==> src/rtl/wb_arbiter.sv <==
// Regfile write-port arbiter: merges the ALU result stream with a queued
// memory result stream, ALU first, with a starvation-forced drain.
module wb_arbiter #(
  parameter int XLEN         = 32,
  parameter int AW           = 5,
  parameter int LQ_DEPTH     = 4,
  parameter int STARVE_LIMIT = 3
) (
  input  logic                      clk,
  input  logic                      rst_n,
  input  logic                      alu_valid,
  input  logic [AW-1:0]             alu_rd,
  input  logic [XLEN-1:0]           alu_data,
  output logic                      alu_stall,
  input  logic                      mem_valid,
  output logic                      mem_ready,
  input  logic [AW-1:0]             mem_rd,
  input  logic [XLEN-1:0]           mem_data,
  output logic                      we,
  output logic [AW-1:0]             a3,
  output logic [XLEN-1:0]           wd3,
  output logic [$clog2(LQ_DEPTH):0] lq_count
);

  localparam int PW = $clog2(LQ_DEPTH);
  localparam int SW = $clog2(STARVE_LIMIT + 1);
  localparam logic [PW:0]   FULL = LQ_DEPTH[PW:0];
  localparam logic [SW-1:0] LIM  = STARVE_LIMIT[SW-1:0];

  logic [AW-1:0]   r_rd   [LQ_DEPTH];
  logic [XLEN-1:0] r_data [LQ_DEPTH];
  logic [PW-1:0]   r_wptr;
  logic [PW-1:0]   r_rptr;
  logic [PW:0]     r_count;
  logic [SW-1:0]   r_starve;

  logic            w_empty;
  logic            w_full;
  logic            w_force;
  logic            w_pop;
  logic            w_alu;
  logic            w_byp;
  logic            w_push;
  logic            w_sel;
  logic            w_wr;
  logic [AW-1:0]   w_rd;
  logic [XLEN-1:0] w_wd;

  assign w_empty   = (r_count == '0);
  assign w_full    = (r_count == FULL);
  assign mem_ready = !w_full;
  assign lq_count  = r_count;

  // Forced drain wins over everything once the queue has waited long enough.
  assign w_force   = (r_starve == LIM) && !w_empty;
  assign w_pop     = !w_empty && (w_force || !alu_valid);
  assign w_alu     = alu_valid && !w_force;
  assign w_byp     = !alu_valid && w_empty && mem_valid;
  assign w_push    = mem_valid && !w_full && !w_byp;
  assign alu_stall = w_force;

  always_comb begin
    w_sel = 1'b0;
    w_rd  = '0;
    w_wd  = '0;
    unique case (1'b1)
      w_pop: begin
        w_sel = 1'b1;
        w_rd  = r_rd[r_rptr];
        w_wd  = r_data[r_rptr];
      end
      w_alu: begin
        w_sel = 1'b1;
        w_rd  = alu_rd;
        w_wd  = alu_data;
      end
      w_byp: begin
        w_sel = 1'b1;
        w_rd  = mem_rd;
        w_wd  = mem_data;
      end
      default: ;
    endcase
  end

  // x0 still consumes its slot but never reaches the regfile.
  assign w_wr = w_sel && (w_rd != '0);

  always_ff @(posedge clk or negedge rst_n) begin
    if (!rst_n) begin
      we  <= 1'b0;
      a3  <= '0;
      wd3 <= '0;
    end else begin
      we  <= w_wr;
      a3  <= w_wr ? w_rd : '0;
      wd3 <= w_wr ? w_wd : '0;
    end
  end

  always_ff @(posedge clk) begin
    if (w_push) begin
      r_rd[r_wptr]   <= mem_rd;
      r_data[r_wptr] <= mem_data;
    end
  end

  always_ff @(posedge clk or negedge rst_n) begin
    if (!rst_n) begin
      r_wptr  <= '0;
      r_rptr  <= '0;
      r_count <= '0;
    end else begin
      if (w_push) r_wptr <= r_wptr + 1'b1;
      if (w_pop)  r_rptr <= r_rptr + 1'b1;
      unique case ({w_push, w_pop})
        2'b10:   r_count <= r_count + 1'b1;
        2'b01:   r_count <= r_count - 1'b1;
        default: r_count <= r_count;
      endcase
    end
  end

  always_ff @(posedge clk or negedge rst_n) begin
    if (!rst_n) begin
      r_starve <= '0;
    end else if (w_pop || w_empty) begin
      r_starve <= '0;
    end else if (w_alu && (r_starve != LIM)) begin
      r_starve <= r_starve + 1'b1;
    end
  end

endmodule

==> config.mk <==
export PLATFORM = sky130hd
export DESIGN_NAME = wb_arbiter
export DESIGN_NICKNAME = d
export VERILOG_FILES = /design/src/rtl/wb_arbiter.sv
export SDC_FILE = /design/constraint.sdc
export NUM_CORES = 1
export LEC_CHECK = 0
export CORE_UTILIZATION = 45
export CTS_CLUSTER_DIAMETER = 200
export CTS_CLUSTER_SIZE = 25
export DETAILED_ROUTE_END_ITERATION = 8
export DONT_BUFFER_PORTS = 1
export HOLD_SLACK_MARGIN = 0.15
export SLEW_MARGIN = 20
export SYNTH_ARGS = -nofsm -noshare
export SYNTH_HDL_FRONTEND = slang
export SYNTH_SLANG_ARGS = --single-unit
==> constraint.sdc <==
create_clock -name clk -period 8.15 [get_ports clk]
set_input_delay 0.815 -clock clk [delete_from_list [all_inputs] [get_ports clk]]
set_output_delay 0.815 -clock clk [all_outputs]
set_load 0.03 [all_outputs]
# Word level (Yosys, flattened, before mapping)
# Memory sizes are Yosys's and may differ from the RTL's.
# Cells that the tools add are included.
[classes]
add_sub_neg = 5
n_eq_ne = 5
muxes = 10
reduce_logical = 21
[ops]
columns = ["cell", "n"]
rows = [
  ["32-bit case mux with 3 select lines", 1],
  ["32-bit 2-to-1 mux", 1],
  ["5-bit case mux with 3 select lines", 1],
  ["1-bit logical AND", 9],
  ["2-bit by 1-bit adder with 2-bit output (second input constant)", 3],
  ["3-bit case mux with 2 select lines", 1],
  ["1-bit zero test", 5],
  ["5-bit 2-to-1 mux", 1],
  ["5-bit nonzero test", 1],
  ["2-bit == test (second input constant)", 2],
  ["2-bit 2-to-1 mux", 2],
  ["2-bit nonzero test", 2],
  ["3-bit by 1-bit adder with 3-bit output (second input constant)", 1],
  ["3-bit == test (second input constant)", 1],
  ["3-bit zero test", 1],
  ["1-bit 2-to-1 mux", 3],
  ["3-bit OR reduction", 1],
  ["3-bit by 1-bit subtractor with 3-bit output (second input constant)", 1],
  ["2-bit by 1-bit == test with 1-bit output (second input constant)", 1],
  ["1-bit logical OR", 2],
  ["2-bit != test (second input constant)", 1],
]
[word_totals]
regBits = 47
ram_bits = 148
input_bits = 78
output_inout_bits = 43
wordCells = 50
memories = 2
[memory_table]
columns = ["name", "depth", "word_bits", "rd", "rd_clocked_by_memory_dff", "wr", "line", "source"]
rows = [
  ["r_data", 4, 32, 1, 0, 1, "31", "logic [XLEN-1:0] r_data [LQ_DEPTH];"],
  ["r_rd", 4, 5, 1, 0, 1, "30", "logic [AW-1:0] r_rd [LQ_DEPTH];"],
]

# Longest topological paths before layout
[logic_depth]
depth_word = 9
depth_mapped = 12
depth_no_buf = 10

# Worst setup path before layout
# Ideal clock, no wire load.
[synth_timing]
path_kind = "reg-to-reg"
start = "register r_count[2], in the netlist lq_count[2]"
end = "register r_count[2], in the netlist lq_count[2]"
arrival_time_ns = 2.782
t_required_ns = 8.069
path_slack_ns = 5.287
path_stages_with_launch = 13
cell_sequence = "dfrtp_1 or3_1 clkbuf_1 a21oi_1 buf_2 nor2_1 clkbuf_1 ha_1 inv_1 fa_1 xor2_1 nor2_1 xor2_1"
[synth_via]
elab_chain_len = 7
elab_cells_between_ends = 18
cone_classes = "add/sub: 2; eq/ne: 3; mux: 1; reduce/logical: 12"
[synth_rtl]
columns = ["element", "line", "source"]
rows = [
  ["from (decl)", "34", "logic [PW:0] r_count;"],
  ["from (signal assigned)", "117", "2'b10: r_count <= r_count + 1'b1;"],
  ["from (signal assigned)", "118", "2'b01: r_count <= r_count - 1'b1;"],
  ["from (signal assigned)", "119", "default: r_count <= r_count;"],
  ["3-bit zero test (*)", "49", "assign w_empty = (r_count == '0);"],
  ["1-bit zero test (*)", "55, 56", ""],
  ["1-bit logical AND", "55", "assign w_force = (r_starve == LIM) && !w_empty;"],
  ["1-bit logical OR", "56", "assign w_pop = !w_empty && (w_force || !alu_valid);"],
  ["1-bit logical AND (*)", "56", ""],
  ["via w_pop", "40", "logic w_pop;"],
  ["2-bit by 1-bit == test with 1-bit output or 2-bit == test (tied branches)", "116", "unique case ({w_push, w_pop})"],
  ["3-bit case mux with 2 select lines or 2-bit nonzero test (tied branches)", "n/a", ""],
]
# Mark *: on every way through the listed nets, which the timed path passes. The rest lies on a longest branch.
# A chain may end at the register's enable or synchronous reset.

# Worst setup path after layout
[layout_timing]
start = "register r_rptr[0]"
end = "register wd3[30]"
[layout_via]
elab_chain_len = 5
elab_cells_between_ends = 7
cone_classes = "mux: 3; reduce/logical: 2; memory: 2"
[layout_rtl]
columns = ["element", "line", "source"]
rows = [
  ["from (decl)", "33", "logic [PW-1:0] r_rptr;"],
  ["from (signal assigned)", "115", "if (w_pop) r_rptr <= r_rptr + 1'b1;"],
  ["memory read 4 x 5 bit", "n/a", ""],
  ["5-bit case mux with 3 select lines", "66", "unique case (1'b1)"],
  ["5-bit nonzero test", "87", "assign w_wr = w_sel && (w_rd != '0);"],
  ["1-bit logical AND", "87", ""],
  ["32-bit 2-to-1 mux (*)", "97", "wd3 <= w_wr ? w_wd : '0;"],
  ["to (signal assigned)", "97", ""],
  ["to (decl)", "21", "output logic [XLEN-1:0] wd3,"],
]
# Every way passes the cells marked *; elsewhere a longest branch is shown, timed or not.

==> impl_metrics.tcl <==
set metrics [dict create \
    ys.flop_type "edfxtp_1" \
    post_cts_resized 0 \
    design_area_um2 8400 \
    maxSlewViolCount 0 \
    p_int_mw 2.13 \
    finalNonFillerCells 640 \
    yosysSeqAreaShare 0.741 \
    critPathMaxStageDelay_ps 580 \
    chipHeight_um 132 \
    place_inst 607 \
    antenna_found_initial 0 \
    syn_avg_cell_area_um2 18.4 \
    syn-num-nets 496 \
    num_rows 47 \
    yosys_warnings 0 \
    p_leak_nw 2.89 \
    layout-drive-gt1-share 0.188 \
    via_per_inst 5.78 \
    drt-initial-drc-count 280 \
    antennaDiodeCount 0 \
    initial_utilization 0.459 \
    wl_per_cell_um 24.1 \
    period_share 0.403 \
    cts_root_buffer "clkbuf_16" \
    crit_slowest_cell "buf_4" \
    drv_cap 0 \
    p_per_area_nw_per_um2 384 \
    grt_pass1_wl_um 24400 \
    setup-violations-final 0 \
    cts_buffers 17 \
    cts_tree "done" \
    die-area_um2 17400 \
    critPathKind "reg2reg" \
    fill_cells 1356 \
    io_buffer_count 0 \
    ant_nets 0 \
    overflow 0 \
    tightest_slew_ps 1080 \
    syn_area_um2 7580 \
    place_congestion 0.705 \
    wl_met2_um 8080 \
    clkPwrFrac 0.248 \
    synth_cells 411 \
    fin_tns_setup_ps 0 \
    drc 0 \
    wl_met1_um 6140 \
    ys_types 29 \
    fp.coreArea_um2 16500 \
    clk_pin_slew_ps 70 \
    seqPwrFrac 0.524 \
    route.met3.wl_um 990 \
    grt_pass1_vias 4107 \
    rsz0062_at_grt "no" \
    status "complete, no violations" \
    grt.total_usage 0.193 \
    switchingPower_mw 1.09 \
    min_period_ps 3290 \
    num_vias 3699 \
    drt-pass1-iter-count 4 \
    timing.final.hold_violations 0 \
    grt_max_degree 48 \
    relSlewSlack 0.278 \
    cp.required_ps 8410 \
    end_kind "register" \
    start_kind "register" \
    die_w_um 132 \
    pin_count 121 \
    crit_arrival_ps 3540 \
    crit_chain "buf_4 -> mux4_2 -> and3_1 -> a221o_1 -> nor4_4 -> buf_4 -> a21oi_1" \
    switching_share 0.338 \
    placed_area_um2 7800 \
    finClkSkew_ps 12.5 \
    drt_wl_total_um 15400 \
    max_freq_mhz 304 \
    crit_path_max_fanout 33 \
    synth_edf_count 148 \
    combPwrFrac 0.228 \
    nNetsFinal 492 \
    p_total_mw 3.22 \
    synthArstFlopShare 0.241 \
    cts_setup_buffers 0 \
    htreeDepth 4 \
    hpwl_um 8700 \
    clockBufferDepth 2 \
    insertion_delay_ps 430 \
    dr.max_layer_used "met4" \
    hp-class "in2async" \
    ir_worst_vdd_v 0.000211 \
    synth_seq_cells 195 \
    syn_to_final_growth_pct 10.7 \
    clock_sinks 195 \
    cpMostUsedCell "buf_4" \
]
-- Yosys cell counts, types with 2 or more instances --
library cell,n,area share
a22o_1,32,0.037
a221o_1,4,0.0053
o21ai_0,2,0.0013
xor2_1,3,0.0035
dfrtp_1,47,0.16
nand2_1,5,0.0025
xnor2_1,3,0.0035
nand3_1,2,0.0013
clkbuf_1,17,0.0084
nor2_1,2,0.00099
edfxtp_1,148,0.59
and3_1,7,0.0058
a21oi_1,65,0.043
and2_1,5,0.0041
ha_1,6,0.0099
buf_1,5,0.0025
buf_4,3,0.0030
inv_1,8,0.0040
mux4_2,37,0.11
-- flip-flops by register name, summed over array words and instances, names as in the netlist --
signal and cells:
r_data 128, wd3 32, r_rd 20, a3 5, lq_count 3, r_rptr 2, r_starve 2, r_wptr 2
we 1
-- layout make-up --
type	count	area (um2)	share of cell area
multi-input cells	181	1860	0.221
clock inverters	11	113	0.0134
inverters	8	30.0	0.00358
clock buffers	21	450	0.0536
repair buffers	4	50.0	0.00596
flip-flops and latches	195	5620	0.670
well taps	220	275	0.0328
-- logic make-up (layout without fill, tap and decap cells) --
group / Yosys count / count (layout) / share of synthesized area
simple gates: 26 / 26 / 0.0206
fa+ha+maj: 7 / 7 / 0.0125
buf+inv: 35 / 44 / 0.0200
mux: 37 / 37 / 0.110
flops: 195 / 195 / 0.741
xor+xnor: 6 / 6 / 0.00693
compound gates: 105 / 105 / 0.0888
-- per-stage QoR --
stage / hold slack (ps) / setup slack (ps) / utilization
after floorplan: 418 / 5290 / -
after global placement: 430 / 4880 / 0.472
after detailed placement: 439 / 4780 / 0.472
after CTS: 232 / 4770 / 0.508
after global routing: 218 / 4600 / 0.508
final: 230 / 4860 / 0.508
-- power by group through the flow --
stage | clock network [mW] | registers, mW | logic (mW)
3_3_place_gp | 0 | 1.71 | 0.721
5_1_grt | 0.855 | 1.72 | 0.811
3_5_place_dp | 0 | 1.72 | 0.741
4_1_cts | 0.819 | 1.70 | 0.753
2_1_floorplan | 0 | 1.63 | 0.612
6_report | 0.801 | 1.69 | 0.735
-- worst max-delay path, delay by kind of cell, from the launching register on --
kind,cells,cell delay (ps)
AND/OR/NAND/NOR,2,470
multiplexers,1,580
AO/OA/AOI/OAI,2,470
buffers and inverters,2,1020
flip-flops,1,570
-- per-layer routing --
metal / vias up / global-route usage
li1: 1639 / -
met1: 1935 / 0.231
met2: 111 / 0.324
met3: 14 / 0.0611
met4: 0 / 0.0820
met5: - / 0
-- cells in the final DEF, fill, tap and decap left out, types with 2 or more instances in the layout --
cell / n
dfrtp_2: 2
clkbuf_16: 17
o21ai_0: 2
clkinv_2: 4
buf_4: 3
xor2_1: 3
dfrtp_1: 45
and2_2: 3
a21oi_1: 64
clkinv_4: 2
clkinv_1: 2
clkbuf_1: 3
ha_1: 6
a22o_1: 32
nand2_1: 5
mux4_2: 37
edfxtp_1: 148
nand3_1: 2
xnor2_1: 3
and3_1: 6
a221o_1: 4
inv_1: 8
bufinv_16: 2
-- worst paths after layout --
kind                              from  slack (ps)  cells past startpoint           to
max                          r_rptr[0]        4860                      7      wd3[30]
max reg2reg                  r_rptr[0]        4860                      7      wd3[30]
max in group asynchronous        rst_n        7660                      1       wd3[7]
min reg2reg                r_starve[0]         440                      1  r_starve[0]
min                              rst_n         230                      1        a3[3]
min in group clk           r_starve[0]         440                      1  r_starve[0]
-- what timing repair did --
item | in CTS | in global routing
hold buffers | 1 | 0
setup endpoints to repair | 0 | 0
endpoints found under the hold margin | 47 | 0
Note: power is estimated with default switching activity, not from simulation.
